--- src/rtl/controller_sequencer.sv ---
// controller_sequencer: ring-counter control sequencer for a SAP-1 style CPU.
// A six-state one-hot ring (T1..T6) steps once per clock; the twelve control
// lines are decoded combinationally from the current ring state and the IR
// opcode. Fetch (T1-T3) is identical for every instruction; execute (T4-T6)
// depends on the opcode. HLT freezes the ring at T4 until reset.
//
// Build option: define CTRL_EARLY_END_EN to end OUT and NOP after T4
// (4-cycle instructions). Without it every non-HLT opcode takes 6 cycles.
module controller_sequencer (
    input  logic       clk,
    input  logic       rst_n,
    input  logic [3:0] ir_opcode,
    output logic       cp,
    output logic       ep,
    output logic       lm,
    output logic       ce,
    output logic       li,
    output logic       ei,
    output logic       la,
    output logic       ea,
    output logic       su,
    output logic       eu,
    output logic       lb,
    output logic       lo,
    output logic [5:0] t_state,
    output logic       halt
);

    typedef enum logic [3:0] {
        OP_LDA = 4'b0000,
        OP_ADD = 4'b0001,
        OP_SUB = 4'b0010,
        OP_OUT = 4'b1110,
        OP_HLT = 4'b1111
    } opcode_e;

    // Ring positions (bit index into the one-hot state).
    localparam int T1 = 0;
    localparam int T2 = 1;
    localparam int T3 = 2;
    localparam int T4 = 3;
    localparam int T5 = 4;
    localparam int T6 = 5;

    localparam logic [5:0] T1_ONEHOT = 6'b000001;

    logic [5:0] t_state_q, t_state_d;
    logic       halt_q, halt_d;

    logic is_lda, is_add, is_sub, is_out, is_hlt, is_nop;

    // Opcode classification; anything not explicitly decoded behaves as NOP.
    always_comb begin
        is_lda = (ir_opcode == OP_LDA);
        is_add = (ir_opcode == OP_ADD);
        is_sub = (ir_opcode == OP_SUB);
        is_out = (ir_opcode == OP_OUT);
        is_hlt = (ir_opcode == OP_HLT);
        is_nop = !(is_lda || is_add || is_sub || is_out || is_hlt);
    end

    // Next ring position and halt flag.
    always_comb begin
        // NOTE: every signal assigned in always_comb gets a default first so no latch is inferred.
        t_state_d = {t_state_q[4:0], t_state_q[5]};
        halt_d    = halt_q;
        if (halt_q) begin
            t_state_d = t_state_q;
        end else if (t_state_q[T4]) begin
            if (is_hlt) begin
                halt_d    = 1'b1;
                t_state_d = t_state_q;
            end
`ifdef CTRL_EARLY_END_EN
            else if (is_out || is_nop) begin
                t_state_d = T1_ONEHOT;
            end
`endif
        end
    end

    // State registers with synchronous active-low reset.
    always_ff @(posedge clk) begin
        // NOTE: sequential state uses non-blocking assignments so all registers update together at the edge.
        if (!rst_n) begin
            t_state_q <= T1_ONEHOT;
            halt_q    <= 1'b0;
        end else begin
            t_state_q <= t_state_d;
            halt_q    <= halt_d;
        end
    end

    // Zero-latency control decode from ring position and opcode.
    always_comb begin
        cp = 1'b0;
        ep = 1'b0;
        lm = 1'b0;
        ce = 1'b0;
        li = 1'b0;
        ei = 1'b0;
        la = 1'b0;
        ea = 1'b0;
        su = 1'b0;
        eu = 1'b0;
        lb = 1'b0;
        lo = 1'b0;
        if (!halt_q) begin
            // Fetch: PC -> MAR, PC++, RAM -> IR.
            if (t_state_q[T1]) begin
                ep = 1'b1;
                lm = 1'b1;
            end
            if (t_state_q[T2]) begin
                cp = 1'b1;
            end
            if (t_state_q[T3]) begin
                ce = 1'b1;
                li = 1'b1;
            end
            // Execute: IR address -> MAR for memory-operand instructions.
            if (t_state_q[T4]) begin
                if (is_lda || is_add || is_sub) begin
                    ei = 1'b1;
                    lm = 1'b1;
                end
                if (is_out) begin
                    ea = 1'b1;
                    lo = 1'b1;
                end
            end
            // Operand read: into A for LDA, into B for arithmetic.
            if (t_state_q[T5]) begin
                if (is_lda) begin
                    ce = 1'b1;
                    la = 1'b1;
                end
                if (is_add || is_sub) begin
                    ce = 1'b1;
                    lb = 1'b1;
                end
            end
            // Write back the adder/subtractor result into A.
            if (t_state_q[T6]) begin
                if (is_add || is_sub) begin
                    eu = 1'b1;
                    la = 1'b1;
                end
                if (is_sub) begin
                    su = 1'b1;
                end
            end
        end
    end

    assign t_state = t_state_q;
    assign halt    = halt_q;

endmodule

--- config.mk ---
export PLATFORM = sky130hd
export DESIGN_NAME = controller_sequencer
export DESIGN_NICKNAME = d
export VERILOG_FILES = /design/src/rtl/controller_sequencer.sv
export SDC_FILE = /design/constraint.sdc
export NUM_CORES = 1
export LEC_CHECK = 0
export ABC_AREA = 1
export CAP_MARGIN = 30
export CORE_MARGIN = 5
export CORE_UTILIZATION = 31
export DETAILED_ROUTE_END_ITERATION = 10
export PLACE_DENSITY = 0.71
export SKIP_LAST_GASP = 1
export SYNTH_ARGS = -nofsm -noshare
export SYNTH_HDL_FRONTEND = slang
export SYNTH_SLANG_ARGS = --single-unit
--- constraint.sdc ---
create_clock -name clk -period 1.2 [get_ports clk]
set_input_delay 0.36 -clock clk [delete_from_list [all_inputs] [get_ports clk]]
set_output_delay 0.36 -clock clk [all_outputs]
set_load 0.05 [all_outputs]
==> results of run 1 <==
[cell families after synthesis]
group,count (synthesis)
simple gates,34
buf+inv,12
compound gates,9
flops,7
[through the flow]
step	cell area (µm²)	std cells	utilization (%)
detailed placement	1070	115	83.2
global placement	1070	115	83.2
floorplan	522	62	-
[synth_stat cells (all sizes together)]
| master | count | area (µm²) |
|---|---|---|
| o31ai | 1 | 7.51 |
| nand3 | 7 | 35.0 |
| or2 | 1 | 6.26 |
| clkbuf | 1 | 3.75 |
| dfxtp | 7 | 140 |
| nand4 | 1 | 6.26 |
| nand2 | 14 | 72.6 |
| a21oi | 4 | 20.0 |
| o22ai | 2 | 12.5 |
| nor3 | 1 | 5.00 |
| buf | 2 | 12.5 |
| inv | 9 | 33.8 |
| nor2 | 9 | 41.3 |
| o21ai | 2 | 10.0 |
| nor4 | 1 | 12.5 |
==> results.json, run 1 <==
{
  "fp-row-count": 13,
  "synth_cell_types": 21,
  "synthXorXnorAreaFrac_pct": 0,
  "cts_resized": 53,
  "start_util_pct": 32.6,
  "haltStage": "clock tree synthesis (4_1_cts)",
  "die_w_um": 46.8,
  "cts_root_buffer": "clkbuf_4",
  "synth_compound_area_share_pct": 11.9,
  "dp_hpwl_um": 1340,
  "synth-adder-area-share_pct": 0,
  "yosys_warnings": 0,
  "synth_seq_cells": 7,
  "synth_fp_nets": 68,
  "cts_buffer_depth": 2,
  "cts_sinks": 7,
  "synth_top_family_by_area": "simple AND/OR/NAND/NOR gates",
  "syn_area_per_cell_um2": 6.76,
  "num_io_pins": 25,
  "post-cts-setup-buffers": 8,
  "htreeDepth": 1,
  "numCtsBuffers": 3,
  "cts_hold_buf": 0,
  "outcome": "aborted with a tool error",
  "die_y_um": 46.8,
  "syn-instance-count": 62,
  "place_worst_setup_slack_ns": -0.764,
  "yosys.area_share.simple_pct": 42.7,
  "stop_error": "[ERROR DPL-0033] detailed placement checks failed during check placement.",
  "port_buffers": 24,
  "gp_routability_congestion": 0.721,
  "ys_seq_area_share_pct": 33.4,
  "syn_area_um2": 419,
  "synth_mux_area_share_pct": 0
}
==> run 2: changes to the inputs <==
CORE_AREA = 5 5 66 68   (was default)
CORE_MARGIN = default   (was 5)
CORE_UTILIZATION = default   (was 31)
DIE_AREA = 0 0 71 73   (was default)
PLACE_DENSITY = default   (was 0.71)
PLACE_DENSITY_LB_ADDON = 0.15   (was default)
clock period = 1.56 ns   (was 1.2 ns; I/O delays follow)
==> results.json, run 2 <==
{
  "numCtsBuffers": 3,
  "tightest_slew_ns": 0.218,
  "antenna_found_initial": 0,
  "yosys_warnings": 0,
  "synthTopCellsByArea": "dfxtp_1 (33%), nand2_1 (9.0%), nand3_1 (8.4%), inv_1 (7.2%), nor2_1 (7.2%)",
  "relSlewSlack_pct": 85.4,
  "gp_routability_congestion": 0.693,
  "start_kind": "input port",
  "fin_crit_ns": 1.73,
  "grt_max_degree": 7,
  "holdWs_ns": 0.508,
  "largest_register_ff_count": 6,
  "num_io_pins": 25,
  "most-common-layout-cells": "buf_12 (19), buf_4 (15), inv_1 (8)",
  "clock.fmax_ghz": 0.579,
  "nFillCells": 407,
  "cp_num_cells": 5,
  "clkTransAtPathRegs_ns": 0.04,
  "power_frac_comb_pct": 34.2,
  "violations": "negative setup slack",
  "wl_per_cell_um": 11.1,
  "synth_seq_cells": 7,
  "dr.first_iter.drc_count": 8,
  "synth.top_cells.by_count": "nand2_1 (10), inv_1 (8), nor2_1 (8)",
  "rsz0062_at_grt": "yes",
  "synthArstFlopShare_pct": 0,
  "drive_above_1_share_pct": 69.2,
  "die_y_um": 73,
  "layout_commonest_cell": "buf_12",
  "fin_ws_ns": -0.167,
  "outcome": "finished, violations left",
  "syn_to_final_growth_pct": 197,
  "viasPerCell": 3.60,
  "crit_family": "simple AND/OR/NAND/NOR gates",
  "crit_arrival_ns": 1.26,
  "grt_first_pass_wirelength_um": 2820,
  "synth_cell_types": 21,
  "ys_seq_area_share_pct": 33.4,
  "cts_sinks": 7,
  "cap_violations": 0,
  "syn_area_per_cell_um2": 6.76,
  "leakagePower_uw": 0.000511,
  "ys.flop_type": "dfxtp_1",
  "vias": 555,
  "hold_viol_final": 0,
  "peakVddDrop_mv": 0.379,
  "grt-ovfl-total": 0,
  "total_power_uw": 666,
  "worstSetupEndpointType": "output pin",
  "synth_edf_count": 0,
  "fp-row-count": 23,
  "port_buffers": 24,
  "sw_frac_of_total_pct": 29.4,
  "p_seq_share_pct": 28.6,
  "worstRegToRegCells": 6,
  "totalWireLength_um": 1710,
  "critPathMaxFanout": 4,
  "p_int_uw": 470,
  "yosys.area.top_type": "dfxtp_1",
  "clock_latency_ns": 0.22,
  "p_per_area_mw_per_mm2": 534,
  "n_antenna_cell": 0,
  "multi_input_area_um2": 368,
  "fin_crit_sh_pct": 111,
  "cts_tree": "built",
  "core_area_mm2": 0.00380,
  "yosysTopAreaCellShare_pct": 33.4,
  "switchingPower_uw": 196,
  "grt_pass1_vias": 609,
  "synth_fp_nets": 68,
  "slew_violations": 0,
  "start_util_pct": 11.0,
  "p_clk_share_pct": 37.2,
  "crit_path_max_incr_delay_ns": 0.22,
  "hold_class": "reg2reg",
  "cpMaxStageDelayCell": "o31ai_4",
  "drc_errors": 0,
  "cts_root_buffer": "clkbuf_8",
  "criticalPathCategory": "in2out",
  "cts_buffer_depth": 2,
  "nNetsFinal": 111,
  "critPathBufInv": 2,
  "crit_chain": "buf_8 -> nor2_4 -> nand2_2 -> o31ai_4 -> buf_12",
  "first_pass_iters": 3,
  "antenna_left": 0,
  "synth.most_common_cell": "nand2_1",
  "skew_ns": 0.00131,
  "syn-instance-count": 62,
  "dp_hpwl_um": 1340,
  "die_w_um": 71,
  "holdPathStages": 2,
  "die_area_mm2": 0.00518,
  "grt_usage_pct": 6.88,
  "syn_area_um2": 419,
  "cts_hold_buf": 0,
  "htreeDepth": 1,
  "seqCellArea_um2": 148,
  "setup_viol": 9,
  "required_ns": 1.09
}
==> run 2: cell counts after synthesis <==
Identical to the previous run, type by type.
==> run 2: logic make-up (layout without fill, tap and decap cells) <==
group           Yosys count  count (layout)  share of synthesized area, %
simple gates             34              34                          42.7
compound gates            9               9                          11.9
flops                     7               7                          33.4
buf+inv                  12              54                          11.9
==> run 2: layout make-up <==
cell class | instances | area share (%)
Timing Repair Buffer | 41 | 46.7
Multi-Input combinational cell | 43 | 29.5
Sequential cell | 7 | 11.8
Tap cell | 50 | 5.02
Clock buffer | 4 | 3.61
Inverter | 9 | 3.31
==> run 2: worst paths after layout <==
check | start | end | slack [ns]
setup / recovery | ir_opcode[3] | ce | -0.17
hold / removal | t_state[5]$_SDFFE_PN0P_ | t_state[5]$_SDFFE_PN0P_ | 0.51
setup reg to reg | halt$_SDFF_PN0_ | t_state[0]$_SDFFE_PN1P_ | 0.53
hold reg to reg | t_state[5]$_SDFFE_PN0P_ | t_state[5]$_SDFFE_PN0P_ | 0.51
==> run 2: metal layers <==
layer | routed length, µm | global-route usage, % | share of wire (%)
met1 | 815 | 9.49 | 48
met5 | 0 | 0 | 0
met3 | 86 | 1.93 | 5.0
met4 | 13 | 3.13 | 0.76
met2 | 795 | 9.89 | 46
==> run 2: per-stage QoR <==
stage,setup WS [ns],TNS [ns],util [%],instance area (µm²),cells
4_1_cts,-0.168,-1.07,31.8,1210,152
3_3_place_gp,-0.614,-5.96,28.4,1080,145
5_1_grt,-0.208,-1.48,32.8,1250,154
2_1_floorplan,-0.549,-3.49,-,524,62
3_5_place_dp,-0.618,-5.89,28.4,1080,145
6_report,-0.167,-1.11,32.8,1250,154
==> run 2: power groups by stage <==
stage / Combinational (µW) / Sequential [µW] / Clock [µW]
floorplan: 73.3 / 215 / 0
global placement: 204 / 193 / 0
detailed placement: 203 / 193 / 0
CTS: 219 / 190 / 259
global route: 240 / 191 / 266
finish: 228 / 190 / 247
==> run 2: repair_timing <==
action	4_1_cts	5_1_grt
pin swaps	6	4
endpoints found under the setup margin	12	10
buffers inserted	3	2
endpoints found under the hold margin	0	0
resized for setup	37	7
==> run 2: worst reg2reg max path: cells and delay by family, from the launching register on <==
family | cells | cell delay [ns]
DFF | 1 | 0.38
and+or+nand+nor | 2 | 0.17
buffers and inverters | 3 | 0.23
AOI/OAI and AO/OA | 1 | 0.15
Note: power is estimated with default switching activity, not from simulation.
==> run 3: changes to the inputs <==
PLACE_DENSITY_LB_ADDON = 0.1   (was 0.15)
==> results.json, run 3 (synthesis results as in run 2) <==
{
  "p_per_area_mw_per_mm2": 523,
  "hold_viol_final": 0,
  "placed_cell_area_mm2": 0.00108,
  "cts_root_buffer": "clkbuf_8",
  "dr.first_iter.drc_count": 12,
  "holdPathStages": 2,
  "fin_crit_sh_pct": 112,
  "grt_first_pass_wirelength_um": 2870,
  "num_io_pins": 25,
  "viasPerCell": 3.64,
  "clock_latency_ns": 0.22,
  "fin_crit_ns": 1.74,
  "r2r-start": "halt$_SDFF_PN0_",
  "fin_ws_ns": -0.183,
  "start_util_pct": 11.0,
  "clkTransAtPathRegs_ns": 0.04,
  "grt_usage_pct": 7.19,
  "numCtsBuffers": 3,
  "n_antenna_cell": 0,
  "worstRegToRegCells": 6,
  "violations": "negative setup slack",
  "setup_viol": 11,
  "met1_usage_pct": 7.83,
  "layout_commonest_cell": "buf_12",
  "largest_register_ff_count": 6,
  "htreeDepth": 1,
  "gp_routability_congestion": 0.720,
  "wl_per_cell_um": 11.0,
  "grt_max_degree": 7,
  "skew_ns": 0.00269,
  "most-common-layout-cells": "buf_12 (19), buf_4 (16), inv_1 (8), nand2_1 (8), nor2_4 (8)",
  "die_y_um": 73,
  "critPathMaxFanout": 3,
  "grt_pass1_vias": 649,
  "rsz0062_at_grt": "yes",
  "drc_errors": 0,
  "total_power_uw": 670,
  "slew_violations": 0,
  "fp-row-count": 23,
  "regToRegEndpoint": "t_state[0]$_SDFFE_PN1P_",
  "syn_to_final_growth_pct": 206,
  "whs_endpoint": "t_state[5]$_SDFFE_PN0P_",
  "hp-start": "t_state[5]$_SDFFE_PN0P_",
  "final.setup.tns_ns": -1.33,
  "antenna_left": 0,
  "first_pass_iters": 2,
  "antenna_found_initial": 0,
  "crit_arrival_ns": 1.27,
  "die_area_mm2": 0.00518,
  "cap_violations": 0,
  "hold_class": "reg2reg",
  "worstSetupEndpointType": "output pin",
  "holdWs_ns": 0.507,
  "nFillCells": 404,
  "grt-ovfl-total": 0,
  "gr-usage-met2_pct": 12.7,
  "r2r_slack_ns": 0.54,
  "port_buffers": 24,
  "post-route-util_pct": 33.7,
  "required_ns": 1.09,
  "relSlewSlack_pct": 84.3,
  "criticalPathCategory": "in2out",
  "totalWireLength_um": 1710,
  "cts_sinks": 7,
  "grtUsageMet3_pct": 2.48,
  "stdcell_area_mm2": 0.00128,
  "die_w_um": 71,
  "cts_buffer_depth": 2,
  "nNetsFinal": 113,
  "tightest_slew_ns": 0.237,
  "peakVddDrop_mv": 0.325,
  "top_usage_layer": "met2",
  "clock.fmax_ghz": 0.574,
  "cts_tree": "built",
  "leakagePower_uw": 0.000526,
  "drive_above_1_share_pct": 67.9,
  "cts_hold_buf": 0,
  "core_area_mm2": 0.00380,
  "dp_hpwl_um": 1430,
  "outcome": "finished, violations left",
  "vias": 568,
  "start_kind": "input port"
}
## run 3: cell types whose count changed in the layout (fill, tap and decap cells not counted), sizes merged
cell  delta
buf      +2
## run 3: worst max path at each step
stage                                from  to  slack, ns
after floorplan           halt$_SDFF_PN0_  lo      -0.55
after global placement       ir_opcode[0]  lb      -0.62
after detailed placement     ir_opcode[0]  lb      -0.67
after CTS                    ir_opcode[2]  lb      -0.19
after global routing         ir_opcode[3]  la      -0.22
final                        ir_opcode[3]  ce      -0.18
## run 3: power by group
group	internal (µW)	switching [µW]
Clock	176	72.9
Combinational	109	121
Sequential	185	5.87
## run 3: through the flow
step | std cells | setup WS, ns
final | 156 | -0.183
after global routing | 156 | -0.222
after CTS | 152 | -0.186
after detailed placement | 146 | -0.672
after global placement | 146 | -0.621
after floorplan | 62 | -0.549
## run 3: layout make-up
type	count	area (µm²)	share of cell area [%]
Clock buffer	4	45.0	3.52
Sequential cell	7	148	11.5
Tap cell	50	62.6	4.88
Timing Repair Buffer	43	594	46.4
Multi-Input combinational cell	43	390	30.5
Inverter	9	41.3	3.22
## run 3: critical path, cell delays in order
cell and delay, ns:
buf_8 0.10, nor2_4 0.18, nand2_4 0.08, o31ai_4 0.27
buf_12 0.17
## run 3: repair_timing
action                     in CTS  in global routing
gates resized for setup        41                  4
setup endpoints to repair      12                 10
pin swaps                       6                  7
gates cloned                    0                  0
buffers inserted                2                  4
## run 3: metal layers
metal  routed length (µm)  vias to the layer above
li1                     -                      291
met1                  689                      256
met2                  912                       19
met3                   98                        2
met4                    9                        0
met5                    0                        -
==> run 4: changes to the inputs <==
ABC_AREA = 0   (was 1)
==> results.json, run 4 <==
{
  "fin_ws_ns": -0.238,
  "synth.top_cells.by_count": "dfxtp_1 (7), nand2_1 (7), nor2b_1 (6)",
  "r2r_slack_ns": 0.21,
  "cts_buffer_depth": 2,
  "layout_commonest_cell": "buf_4",
  "syn-instance-count": 60,
  "hold_viol_final": 0,
  "n_antenna_cell": 0,
  "total_power_uw": 918,
  "num_io_pins": 25,
  "violations": "negative setup slack",
  "gp_routability_congestion": 0.743,
  "totalWireLength_um": 2020,
  "syn_to_final_growth_pct": 176,
  "yosys_warnings": 0,
  "wl_per_cell_um": 12.7,
  "nFillCells": 398,
  "htreeDepth": 1,
  "dr.first_iter.drc_count": 20,
  "peakVddDrop_mv": 0.366,
  "drc_errors": 0,
  "critPathMaxFanout": 2,
  "yosys.area.top_type": "dfxtp_1",
  "die_w_um": 71,
  "cap_violations": 0,
  "drive_above_1_share_pct": 70.6,
  "rsz0062_at_grt": "yes",
  "nNetsFinal": 116,
  "synth_seq_cells": 7,
  "grt_usage_pct": 8.35,
  "regToRegEndpoint": "t_state[2]$_SDFFE_PN0P_",
  "outcome": "finished, violations left",
  "vias": 646,
  "leakagePower_uw": 0.000553,
  "cts_hold_buf": 0,
  "port_buffers": 24,
  "required_ns": 1.09,
  "fin_crit_sh_pct": 115,
  "p_per_area_mw_per_mm2": 681,
  "core_area_mm2": 0.00380,
  "start_kind": "flop",
  "grt_max_degree": 10,
  "synthTopCellsByArea": "dfxtp_1 (29%), nor2b_1 (7.7%), nand2_1 (5.4%), o311ai_1 (5.4%), o21a_1 (4.6%)",
  "crit_arrival_ns": 1.33,
  "criticalPathCategory": "reg2out",
  "grt-ovfl-total": 0,
  "cts_sinks": 7,
  "syn_area_per_cell_um2": 8.13,
  "cts_root_buffer": "clkbuf_8",
  "clkTransAtPathRegs_ns": 0.04,
  "clock_latency_ns": 0.23,
  "first_pass_iters": 3,
  "holdWs_ns": 0.553,
  "fp-row-count": 23,
  "worstRegToRegCells": 7,
  "synth_fp_nets": 66,
  "slew_violations": 0,
  "final.setup.tns_ns": -1.90,
  "skew_ns": 0.00213,
  "dp_cells": 149,
  "antenna_found_initial": 0,
  "tightest_slew_ns": 0.271,
  "syn_area_um2": 488,
  "grt_first_pass_wirelength_um": 3390,
  "r2r-start": "halt$_SDFF_PN0_",
  "start_util_pct": 12.8,
  "synthArstFlopShare_pct": 0,
  "dp_hpwl_um": 1490,
  "die_y_um": 73,
  "cts_tree": "built",
  "seqCellArea_um2": 148,
  "worstSetupEndpointType": "output pin",
  "die_area_mm2": 0.00518,
  "grt_pass1_vias": 720,
  "ys.flop_type": "dfxtp_1",
  "numCtsBuffers": 3,
  "multi_input_area_um2": 437,
  "whs_endpoint": "t_state[5]$_SDFFE_PN0P_",
  "fin_cells": 159,
  "synth_cell_types": 30,
  "clock.fmax_ghz": 0.556,
  "ys_seq_area_share_pct": 28.7,
  "setup_viol": 12,
  "viasPerCell": 4.06,
  "synth_edf_count": 0,
  "largest_register_ff_count": 6,
  "fin_crit_ns": 1.80,
  "holdPathStages": 2,
  "relSlewSlack_pct": 81.9,
  "most-common-layout-cells": "buf_4 (21), buf_12 (19), buf_6 (7)",
  "hold_class": "reg2reg",
  "yosysTopAreaCellShare_pct": 28.7,
  "antenna_left": 0,
  "hp-start": "t_state[5]$_SDFFE_PN0P_"
}
## run 4: repair_timing
item | in CTS | in global routing
cloned | 0 | 0
setup endpoints to repair | 17 | 13
pin swaps | 9 | 2
setup buffers | 5 | 1
resized for setup | 38 | 8
## run 4: critical path, stage by stage (launching register included)
cell,delay (ns)
dfxtp_4,0.35
buf_12,0.13
clkinv_8,0.04
nand2_4,0.04
nor4_4,0.23
buf_4,0.18
buf_12,0.13
## run 4: power breakdown
group / switching [µW] / internal (µW)
clock: 81.6 / 177
combinational: 224 / 222
sequential: 18.9 / 194
## run 4: final cells by class
| class | instances | area share, % |
|---|---|---|
| multi-input cells | 46 | 32.4 |
| clock buffers | 4 | 3.34 |
| flip-flops and latches | 7 | 11.0 |
| inverters | 3 | 1.76 |
| repair buffers | 49 | 46.9 |
| well taps | 50 | 4.64 |
## run 4: logic make-up (layout without fill, tap and decap cells)
family / after synthesis / count (layout) / synth area share (%)
compound gates: 15 / 15 / 24.9
xor+xnor: 1 / 1 / 1.80
buf+inv: 7 / 56 / 8.20
flops: 7 / 7 / 28.7
simple gates: 30 / 30 / 36.4
## run 4: per-layer routing
layer / up-vias / wire length, µm / global-route usage (%)
met5: - / 0 / 0
met4: 0 / 13 / 3.76
met3: 2 / 69 / 1.65
met2: 16 / 990 / 13.9
met1: 308 / 948 / 10.4
li1: 320 / - / -
## run 4: worst max-delay path by stage
stage	start	end	slack [ns]	cells past startpoint
global placement	ir_opcode[3]	lb	-0.64	5
finish	halt$_SDFF_PN0_	ea	-0.24	6
global route	halt$_SDFF_PN0_	ea	-0.28	6
detailed placement	ir_opcode[1]	ea	-0.66	4
floorplan	halt$_SDFF_PN0_	lo	-0.55	5
CTS	halt$_SDFF_PN0_	ea	-0.26	6
## run 4: stage by stage
step	setup slack (ns)	utilization, %	cell area, µm²
floorplan	-0.554	-	542
global placement	-0.642	30.1	1140
detailed placement	-0.660	30.1	1140
CTS	-0.259	34.2	1300
global route	-0.283	35.5	1350
finish	-0.238	35.5	1350
